[src/rtl/alu_status_handler_if.sv]
`default_nettype none
// ============================================================================
//  Module      : alu_status_handler_if
//  Description : ALU status bus between the retiring ALU / control unit side
//                (master) and the status/exception handler (slave).
//  Revision    : 1.0 - initial release
// ============================================================================
interface alu_status_handler_if #(
    parameter int CNT_W = 8
);
    // Retirement side
    logic             alu_valid;
    logic [3:0]       ALU_ctrl;
    logic [7:0]       ALU_status;
    logic [31:0]      pc;
    logic [1:0]       exc_mask;
    logic             clear_sticky;
    logic             exc_ack;

    // Handler side
    logic [7:0]       last_status;
    logic [7:0]       sticky_status;
    logic             exc_req;
    logic [3:0]       exc_cause;
    logic [31:0]      exc_epc;
    logic             stall;
    logic [CNT_W-1:0] exc_count;

    modport master (
        output alu_valid, ALU_ctrl, ALU_status, pc, exc_mask, clear_sticky, exc_ack,
        input  last_status, sticky_status, exc_req, exc_cause, exc_epc, stall, exc_count
    );

    modport slave (
        input  alu_valid, ALU_ctrl, ALU_status, pc, exc_mask, clear_sticky, exc_ack,
        output last_status, sticky_status, exc_req, exc_cause, exc_epc, stall, exc_count
    );
endinterface
`default_nettype wire

[src/rtl/alu_status_handler.sv]
`default_nettype none
// ============================================================================
//  Module      : alu_status_handler
//  Description : Consumer end of the ALU status bus. Captures the status of
//                each retiring op, keeps sticky ovf/carry/div0/timeout flags,
//                and raises a MIPS-style exception request (cause + EPC) with
//                a req/ack handshake, stalling the pipe while it is open.
//  Revision    : 1.0 - initial release
// ============================================================================
module alu_status_handler #(
    parameter logic [3:0] OV_CAUSE    = 4'd12,
    parameter logic [3:0] DZ_CAUSE    = 4'd15,
    parameter int         ACK_TIMEOUT = 16,
    parameter int         CNT_W       = 8
) (
    input  logic                clk,
    input  logic                rst,
    alu_status_handler_if.slave bus
);

    localparam int                 c_TMO_W    = $clog2(ACK_TIMEOUT + 1);
    localparam logic [c_TMO_W-1:0] c_TMO_LAST = c_TMO_W'(ACK_TIMEOUT);
    localparam logic [c_TMO_W-1:0] c_TMO_ONE  = c_TMO_W'(1);
    localparam logic [CNT_W-1:0]   c_CNT_MAX  = '1;
    localparam logic [CNT_W-1:0]   c_CNT_ONE  = CNT_W'(1);

    localparam logic [1:0] c_ST_IDLE  = 2'd0;
    localparam logic [1:0] c_ST_REQ   = 2'd1;
    localparam logic [1:0] c_ST_DRAIN = 2'd2;

    logic [1:0]         r_state;
    logic [1:0]         w_state_nxt;
    logic               w_exc_req;
    logic               w_stall;

    logic               w_sample;
    logic               w_dz;
    logic               w_ov;
    logic               w_fault;
    logic               w_tmo_hit;
    logic [7:0]         w_sticky_set;

    logic [c_TMO_W-1:0] r_tmo;
    logic [7:0]         r_last_status;
    logic [7:0]         r_sticky;
    logic [3:0]         r_exc_cause;
    logic [31:0]        r_exc_epc;
    logic [CNT_W-1:0]   r_exc_count;

    // The op code and reserved status bits carry no information for this block.
    logic               w_unused_ok;
    assign w_unused_ok = &{1'b0, bus.ALU_ctrl, bus.ALU_status[1:0]};

    // Status is only taken while the pipe is not stalled.
    assign w_sample  = (r_state == c_ST_IDLE) && bus.alu_valid;
    assign w_dz      = w_sample && bus.ALU_status[2] && bus.exc_mask[1];
    assign w_ov      = w_sample && bus.ALU_status[6] && bus.exc_mask[0];
    assign w_fault   = w_dz || w_ov;
    // An ack arriving in the last allowed cycle still counts as an ack.
    assign w_tmo_hit = (r_state == c_ST_REQ) && !bus.exc_ack && (r_tmo == c_TMO_LAST);

    assign w_sticky_set = {1'b0,
                           w_sample && bus.ALU_status[6],
                           w_sample && bus.ALU_status[5],
                           2'b00,
                           w_sample && bus.ALU_status[2],
                           w_tmo_hit,
                           1'b0};

    // Exception handshake state register.
    always_ff @(posedge clk) begin
        if (rst) begin
            r_state <= c_ST_IDLE;
        end else begin
            r_state <= w_state_nxt;
        end
    end

    // Next-state and handshake outputs.
    always_comb begin
        w_state_nxt = r_state;
        w_exc_req   = 1'b0;
        w_stall     = 1'b1;
        case (r_state)
            c_ST_IDLE: begin
                w_stall = 1'b0;
                if (w_fault) begin
                    w_state_nxt = c_ST_REQ;
                end
            end
            c_ST_REQ: begin
                w_exc_req = 1'b1;
                if (bus.exc_ack || w_tmo_hit) begin
                    w_state_nxt = c_ST_DRAIN;
                end
            end
            c_ST_DRAIN: begin
                w_state_nxt = c_ST_IDLE;
            end
            default: begin
                w_state_nxt = c_ST_IDLE;
            end
        endcase
    end

    // Ack timeout counter: 1 in the first REQ cycle, counting while REQ persists.
    always_ff @(posedge clk) begin
        if (rst) begin
            r_tmo <= '0;
        end else if (w_state_nxt == c_ST_REQ) begin
            r_tmo <= (r_state == c_ST_REQ) ? (r_tmo + c_TMO_ONE) : c_TMO_ONE;
        end else begin
            r_tmo <= '0;
        end
    end

    // Last-status capture and sticky flag accumulation (a set beats a clear).
    always_ff @(posedge clk) begin
        if (rst) begin
            r_last_status <= 8'h00;
            r_sticky      <= 8'h00;
        end else begin
            if (w_sample) begin
                r_last_status <= {bus.ALU_status[7:2], 2'b00};
            end
            r_sticky <= (bus.clear_sticky ? 8'h00 : r_sticky) | w_sticky_set;
        end
    end

    // Cause/EPC latch and saturating exception counter, updated on each fault.
    always_ff @(posedge clk) begin
        if (rst) begin
            r_exc_cause <= 4'd0;
            r_exc_epc   <= 32'd0;
            r_exc_count <= '0;
        end else if (w_fault) begin
            r_exc_cause <= w_dz ? DZ_CAUSE : OV_CAUSE;
            r_exc_epc   <= bus.pc;
            if (r_exc_count != c_CNT_MAX) begin
                r_exc_count <= r_exc_count + c_CNT_ONE;
            end
        end
    end

    assign bus.last_status   = r_last_status;
    assign bus.sticky_status = r_sticky;
    assign bus.exc_req       = w_exc_req;
    assign bus.exc_cause     = r_exc_cause;
    assign bus.exc_epc       = r_exc_epc;
    assign bus.stall         = w_stall;
    assign bus.exc_count     = r_exc_count;

endmodule
`default_nettype wire

[src/flat_wrapper.sv]
// flat-port wrapper written by rule: the top's interface ports become plain ports
module alu_status_handler_flat 
#(
    parameter logic [3:0] OV_CAUSE    = 4'd12,
    parameter logic [3:0] DZ_CAUSE    = 4'd15,
    parameter int         ACK_TIMEOUT = 16,
    parameter int         CNT_W       = 8
)
  (clk, rst, bus_alu_valid, bus_ALU_ctrl, bus_ALU_status, bus_pc, bus_exc_mask, bus_clear_sticky, bus_exc_ack, bus_last_status, bus_sticky_status, bus_exc_req, bus_exc_cause, bus_exc_epc, bus_stall, bus_exc_count);
  alu_status_handler_if #(.CNT_W(CNT_W)) bus_i ();
  input  logic clk;
  input  logic rst;
  input wire logic [$bits(bus_i.alu_valid)-1:0] bus_alu_valid;
  input wire logic [$bits(bus_i.ALU_ctrl)-1:0] bus_ALU_ctrl;
  input wire logic [$bits(bus_i.ALU_status)-1:0] bus_ALU_status;
  input wire logic [$bits(bus_i.pc)-1:0] bus_pc;
  input wire logic [$bits(bus_i.exc_mask)-1:0] bus_exc_mask;
  input wire logic [$bits(bus_i.clear_sticky)-1:0] bus_clear_sticky;
  input wire logic [$bits(bus_i.exc_ack)-1:0] bus_exc_ack;
  output wire logic [$bits(bus_i.last_status)-1:0] bus_last_status;
  output wire logic [$bits(bus_i.sticky_status)-1:0] bus_sticky_status;
  output wire logic [$bits(bus_i.exc_req)-1:0] bus_exc_req;
  output wire logic [$bits(bus_i.exc_cause)-1:0] bus_exc_cause;
  output wire logic [$bits(bus_i.exc_epc)-1:0] bus_exc_epc;
  output wire logic [$bits(bus_i.stall)-1:0] bus_stall;
  output wire logic [$bits(bus_i.exc_count)-1:0] bus_exc_count;
  assign bus_i.alu_valid = bus_alu_valid;
  assign bus_i.ALU_ctrl = bus_ALU_ctrl;
  assign bus_i.ALU_status = bus_ALU_status;
  assign bus_i.pc = bus_pc;
  assign bus_i.exc_mask = bus_exc_mask;
  assign bus_i.clear_sticky = bus_clear_sticky;
  assign bus_i.exc_ack = bus_exc_ack;
  assign bus_last_status = bus_i.last_status;
  assign bus_sticky_status = bus_i.sticky_status;
  assign bus_exc_req = bus_i.exc_req;
  assign bus_exc_cause = bus_i.exc_cause;
  assign bus_exc_epc = bus_i.exc_epc;
  assign bus_stall = bus_i.stall;
  assign bus_exc_count = bus_i.exc_count;
  alu_status_handler #(.OV_CAUSE(OV_CAUSE), .DZ_CAUSE(DZ_CAUSE), .ACK_TIMEOUT(ACK_TIMEOUT), .CNT_W(CNT_W)) u_core (.clk(clk), .rst(rst), .bus(bus_i));
endmodule
[config.mk]
export PLATFORM = sky130hd
export DESIGN_NAME = alu_status_handler_flat
export DESIGN_NICKNAME = d
export VERILOG_FILES = /design/src/rtl/alu_status_handler_if.sv /design/src/rtl/alu_status_handler.sv /design/src/flat_wrapper.sv
export SDC_FILE = /design/constraint.sdc
export NUM_CORES = 1
export LEC_CHECK = 0
export BUFFER_PORTS_ARGS = -buffer_cell sky130_fd_sc_hd__buf_2
export CAP_MARGIN = 10
export CORE_MARGIN = 5
export CORE_UTILIZATION = 30
export DETAILED_ROUTE_END_ITERATION = 10
export GPL_TIMING_DRIVEN = 0
export MAX_ROUTING_LAYER = met4
export PLACE_DENSITY = 0.65
export SLEW_MARGIN = 10
export SYNTH_ARGS = -nofsm -noshare
export SYNTH_HDL_FRONTEND = slang
export SYNTH_SLANG_ARGS = --single-unit
[constraint.sdc]
create_clock -name clk -period 1.81 [get_ports clk]
set_clock_uncertainty 0.15 [all_clocks]
set_input_delay 0.0905 -clock clk [delete_from_list [all_inputs] [get_ports clk]]
set_output_delay 0.0905 -clock clk [all_outputs]
set_load 0.01 [all_outputs]
; ---- Yosys cells after proc, flatten, opt, wreduce, memory -nomap -nowiden
; Cells that the tools add are included.
[op_classes]
eq_ne = 4
reduce_logical = 15
n_addsub = 2
muxes = 8
bitwise_logic = 3
[ops]
columns = cell, count
row1 = adder 8 x 1 -> 8 bit (second input constant), 1
row2 = logical AND 1 bit, 8
row3 = 2-to-1 mux 8 bit, 1
row4 = != test 8 bit (second input constant), 1
row5 = OR 8 x 7 -> 8 bit, 1
row6 = 2-to-1 mux 2 bit, 3
row7 = adder 5 x 1 -> 5 bit (second input constant), 1
row8 = equality test 5 bit (second input constant), 1
row9 = equality test 2 x 1 -> 1 bit (second input constant), 2
row10 = one-hot mux 2 bit (2 select lines), 1
row11 = 2-to-1 mux 1 bit, 3
row12 = OR reduction 3 bit, 1
row13 = zero test 2 bit, 1
row14 = logical OR 1 bit, 2
row15 = NOT 1 bit, 2
row16 = AND reduction 2 bit, 1
row17 = OR reduction 2 bit, 1
row18 = zero test 1 bit, 1
[word_totals]
output_inout_bits = 62
elab_cells = 40
in_bits = 51
register_bits = 65

; ---- Logic depth before layout (Yosys ltp)
[logic_depth]
depth_word = 10
mapped_depth = 7

; ---- Worst setup path after synthesis
; No wires, ideal clock.
[synth_path]
path_type = reg-to-reg
startpoint = reg u_core.r_exc_count[0] (netlist: u_core.bus.exc_count[0])
endpoint = reg u_core.r_exc_count[5] (netlist: u_core.bus.exc_count[5])
setup_slack_ps = 16
required_time_ps = 1589
t_arrival_ps = 1573
path_stages_with_launch = 7
n_path_buf = 1
setup_ps = 71
cell_sequence = dfxtp_1 > ha_1 > nand3_1 > o211ai_2 > buf_6 > or4_1 > a21oi_1
[synth_between]
elab_chain_len = 2
elab_cells_between_ends = 3
classes_between = add/sub: 1 / eq/ne: 1 / reduce/logical: 1
[synth_rtl]
columns = element, line
row1 = from (decl), alu_status_handler.sv:48  ; logic [CNT_W-1:0] r_exc_count;
row2 = from (signal assigned), alu_status_handler.sv:140  ; r_exc_count <= r_exc_count + c_CNT_ONE;
row3 = branches (longest 2 deep; another with adder 8 x 1 -> 8 bit), -
; Parallel ways; which one is timed is not known.
; A chain may end at the register's enable or synchronous reset.

; ---- Final worst setup path
; Ends and elaborated chain as after synthesis.

==> results.json <==
{
  "status": "complete, no violations",
  "worstHoldStart": "bus_alu_valid",
  "min_path_cells": 4,
  "ys_types": 36,
  "die_y_um": 97.15,
  "dp_cells": 477,
  "rsz0062_at_grt": "true",
  "crit_chain": "ha_1 -> nand3_2 -> o211ai_2 -> buf_6 -> or4_4 -> a21oi_2",
  "synth_edf_count": 0,
  "worst_slew_pin_slew_ps": 577.5,
  "rows": 31,
  "maxCapViolCount": 0,
  "hold_viol": 0,
  "slew_violations": 0,
  "synth_cells": 273,
  "setup_viol": 0,
  "dp_hpwl_um": 4716,
  "design_area_mm2": 0.003543,
  "areaGrowthSynthToFinish_pct": 55.52,
  "synth_ff_type": "dfxtp_1",
  "grt_pass1_wl_um": 11470,
  "fmax_mhz": 560.7,
  "totalWireLength_um": 7008,
  "synth-seq-area-share_pct": 51.84,
  "peakVddDrop_mv": 0.3159,
  "gr-total-overflow": 0,
  "fp.dieW_um": 97.15,
  "netlist_area_mm2": 0.002278,
  "r2r_end": "u_core.bus.exc_count[5]$_SDFFE_PP0P_",
  "p_total_mw": 2.827,
  "grt_max_degree": 11,
  "num_vias": 2334,
  "avgSynthCellArea_um2": 8.346,
  "gp_congestion": 0.7343,
  "utilization_pct": 48.34,
  "htree_levels": 3,
  "path_max_fanout": 10,
  "finalSetupTns_ps": 0,
  "crit_path_max_incr_delay_ps": 510,
  "required_ps": 1930,
  "drt_iter0_drc": 53,
  "postPlaceCellArea_mm2": 0.002922,
  "start_util_pct": 31.08,
  "power.density_mw_per_mm2": 797.9,
  "final_nets": 486,
  "endpoint_kind": "register",
  "crit_path_start_kind": "register",
  "hold_slack_ps": 69.95,
  "r2r_cells": 6,
  "yosys_warnings": 0,
  "r2r-start": "u_core.bus.exc_count[0]$_SDFFE_PP0P_",
  "core_area_mm2": 0.007331,
  "grt_pass1_vias": 2381,
  "period_needed_ps": 1783,
  "clock_sinks": 59,
  "cts_tree": "built",
  "slew_headroom_pct": 61.50,
  "ys_seq_elements": 59,
  "fin_cells": 535,
  "cts_buffer_depth": 2,
  "fin_ws_ps": 26.51,
  "hold_path_class": "input pin to register",
  "ios": 113,
  "cts-root-buf": "clkbuf_8",
  "clk_pin_slew_ps": 60,
  "die_area_mm2": 0.009438,
  "diodes": 0,
  "async_flop_share_pct": 0,
  "drive_gt1_share_pct": 33.03,
  "drc": 0,
  "whs_endpoint": "u_core.bus.last_status[3]$_SDFFE_PP0N_",
  "p_leak_nw": 1.613,
  "wl_per_cell_um": 13.10,
  "crit_arrival_ps": 1900,
  "port_buffers": 100,
  "numCtsBuffers": 9,
  "slowest_stage": "or4_4",
  "viasPerCell": 4.363,
  "place_ws_ps": -167.0,
  "dr.pass1.iters": 5,
  "post-route-period-util_pct": 98.54,
  "ff2ff_setup_slack_ps": 30,
  "clock_latency_ps": 330,
  "antenna_found_initial": 0,
  "grt_use_total_pct": 15.59,
  "path_class": "register to register",
  "ant_nets": 0
}
## final cells by class
class | instances | area (µm²)
clock inverter | 3 | 15.01
tap | 99 | 123.9
inverter | 5 | 18.77
clock buffer | 12 | 145.1
timing repair buffer | 144 | 938.4
multi-input combinational | 191 | 982.2
buffer | 22 | 135.1
fill | 720 | 3787
sequential | 59 | 1185
## cell usage after synthesis, types with 3 or more instances
cell type | n | area (µm²)
o31ai_1 | 3 | 22.52
a21oi_1 | 48 | 240.2
nand2_1 | 79 | 296.5
or4_1 | 3 | 22.52
nand3_1 | 5 | 25.02
nand2b_1 | 4 | 25.02
dfxtp_1 | 59 | 1181
ha_1 | 3 | 37.54
or3_1 | 3 | 18.77
inv_1 | 5 | 18.77
buf_4 | 8 | 60.06
buf_2 | 3 | 15.01
clkbuf_1 | 8 | 30.03
nor2_1 | 12 | 45.04
o21ai_0 | 3 | 15.01
xor2_1 | 3 | 26.28
## how the worst max path moves through the flow
stage                                         start                                    to  slack (ps)  cells past startpoint
3_5_place_dp           u_core.r_state[1]$_SDFF_PP0_   u_core.bus.exc_epc[14]$_SDFFE_PP0P_        -170                      7
2_1_floorplan  u_core.bus.exc_count[0]$_SDFFE_PP0P_  u_core.bus.exc_count[5]$_SDFFE_PP0P_          20                      6
6_report       u_core.bus.exc_count[0]$_SDFFE_PP0P_  u_core.bus.exc_count[5]$_SDFFE_PP0P_          30                      6
3_3_place_gp           u_core.r_state[1]$_SDFF_PP0_    u_core.bus.exc_epc[6]$_SDFFE_PP0P_        -170                      7
4_1_cts        u_core.bus.exc_count[0]$_SDFFE_PP0P_  u_core.bus.exc_count[5]$_SDFFE_PP0P_           4                      6
5_1_grt                u_core.r_state[1]$_SDFF_PP0_  u_core.bus.exc_count[6]$_SDFFE_PP0P_         -40                      5
## metal layers
metal / global-route usage (%) / wire length, µm
met3: 5.671 / 355
met4: 5.724 / 92
met2: 26.65 / 3620
met5: - / 0
met1: 16.51 / 2939
## worst max-delay path: cells and delay by family (launching register included)
family          cells  cell delay [ps]
fa+ha+maj           1              220
compound gates      2              220
simple gates        2              630
flops               1              340
buf+inv             1              160
## flip-flops by register name, indices dropped and copies added, names as in the netlist
| signal | flops |
|---|---|
| u_core.bus.last_status | 6 |
| u_core.r_state | 2 |
| u_core.bus.exc_cause | 2 |
| u_core.bus.exc_count | 8 |
| u_core.r_tmo | 5 |
| u_core.bus.exc_epc | 32 |
| u_core.bus.sticky_status | 4 |
## what timing repair did
action	4_1_cts	5_1_grt
hold buffers	43	0
setup endpoints to repair	32	25
pin swaps	2	1
hold endpoints to repair	49	0
resized for setup	5	9
cloned	0	0
buffers inserted	1	0
## cells in the final DEF (no fill, tap or decap), drive strengths merged, types with 2 or more instances in the layout
cell	Yosys	routed
clkinv	0	3
nor3b	3	3
buf	15	116
xor2	3	3
a21oi	48	48
nor2	12	12
dlygate4sd3	0	43
or3	3	3
clkbuf	8	19
nand2b	4	4
or4	3	3
nand2	80	80
dfxtp	59	59
nand3	5	5
conb	1	6
o21ai	3	3
inv	5	5
nand4	2	2
o31ai	3	3
ha	3	3
## kinds of logic (layout without fill, tap and decap cells)
logic type                 after synthesis  after routing  synth area share [%]
and+or+nand+nor                        118            118                 23.39
AOI/OAI and AO/OA                       59             59                 14.22
DFF                                     59             59                 51.84
buffers and inverters                   28            186                 6.755
xor gates and xnor gates                 4              4                 1.538
adders and majority gates                3              3                 1.648
other                                    1              6                0.1646
muxes                                    1              1                0.4393
## where the power goes
group	internal, mW	switching [mW]	total (mW)
Sequential	1.36	0.0322	1.39
Combinational	0.213	0.213	0.426
Clock	0.520	0.492	1.01
No activity file was read; power rests on OpenSTA's default activity.
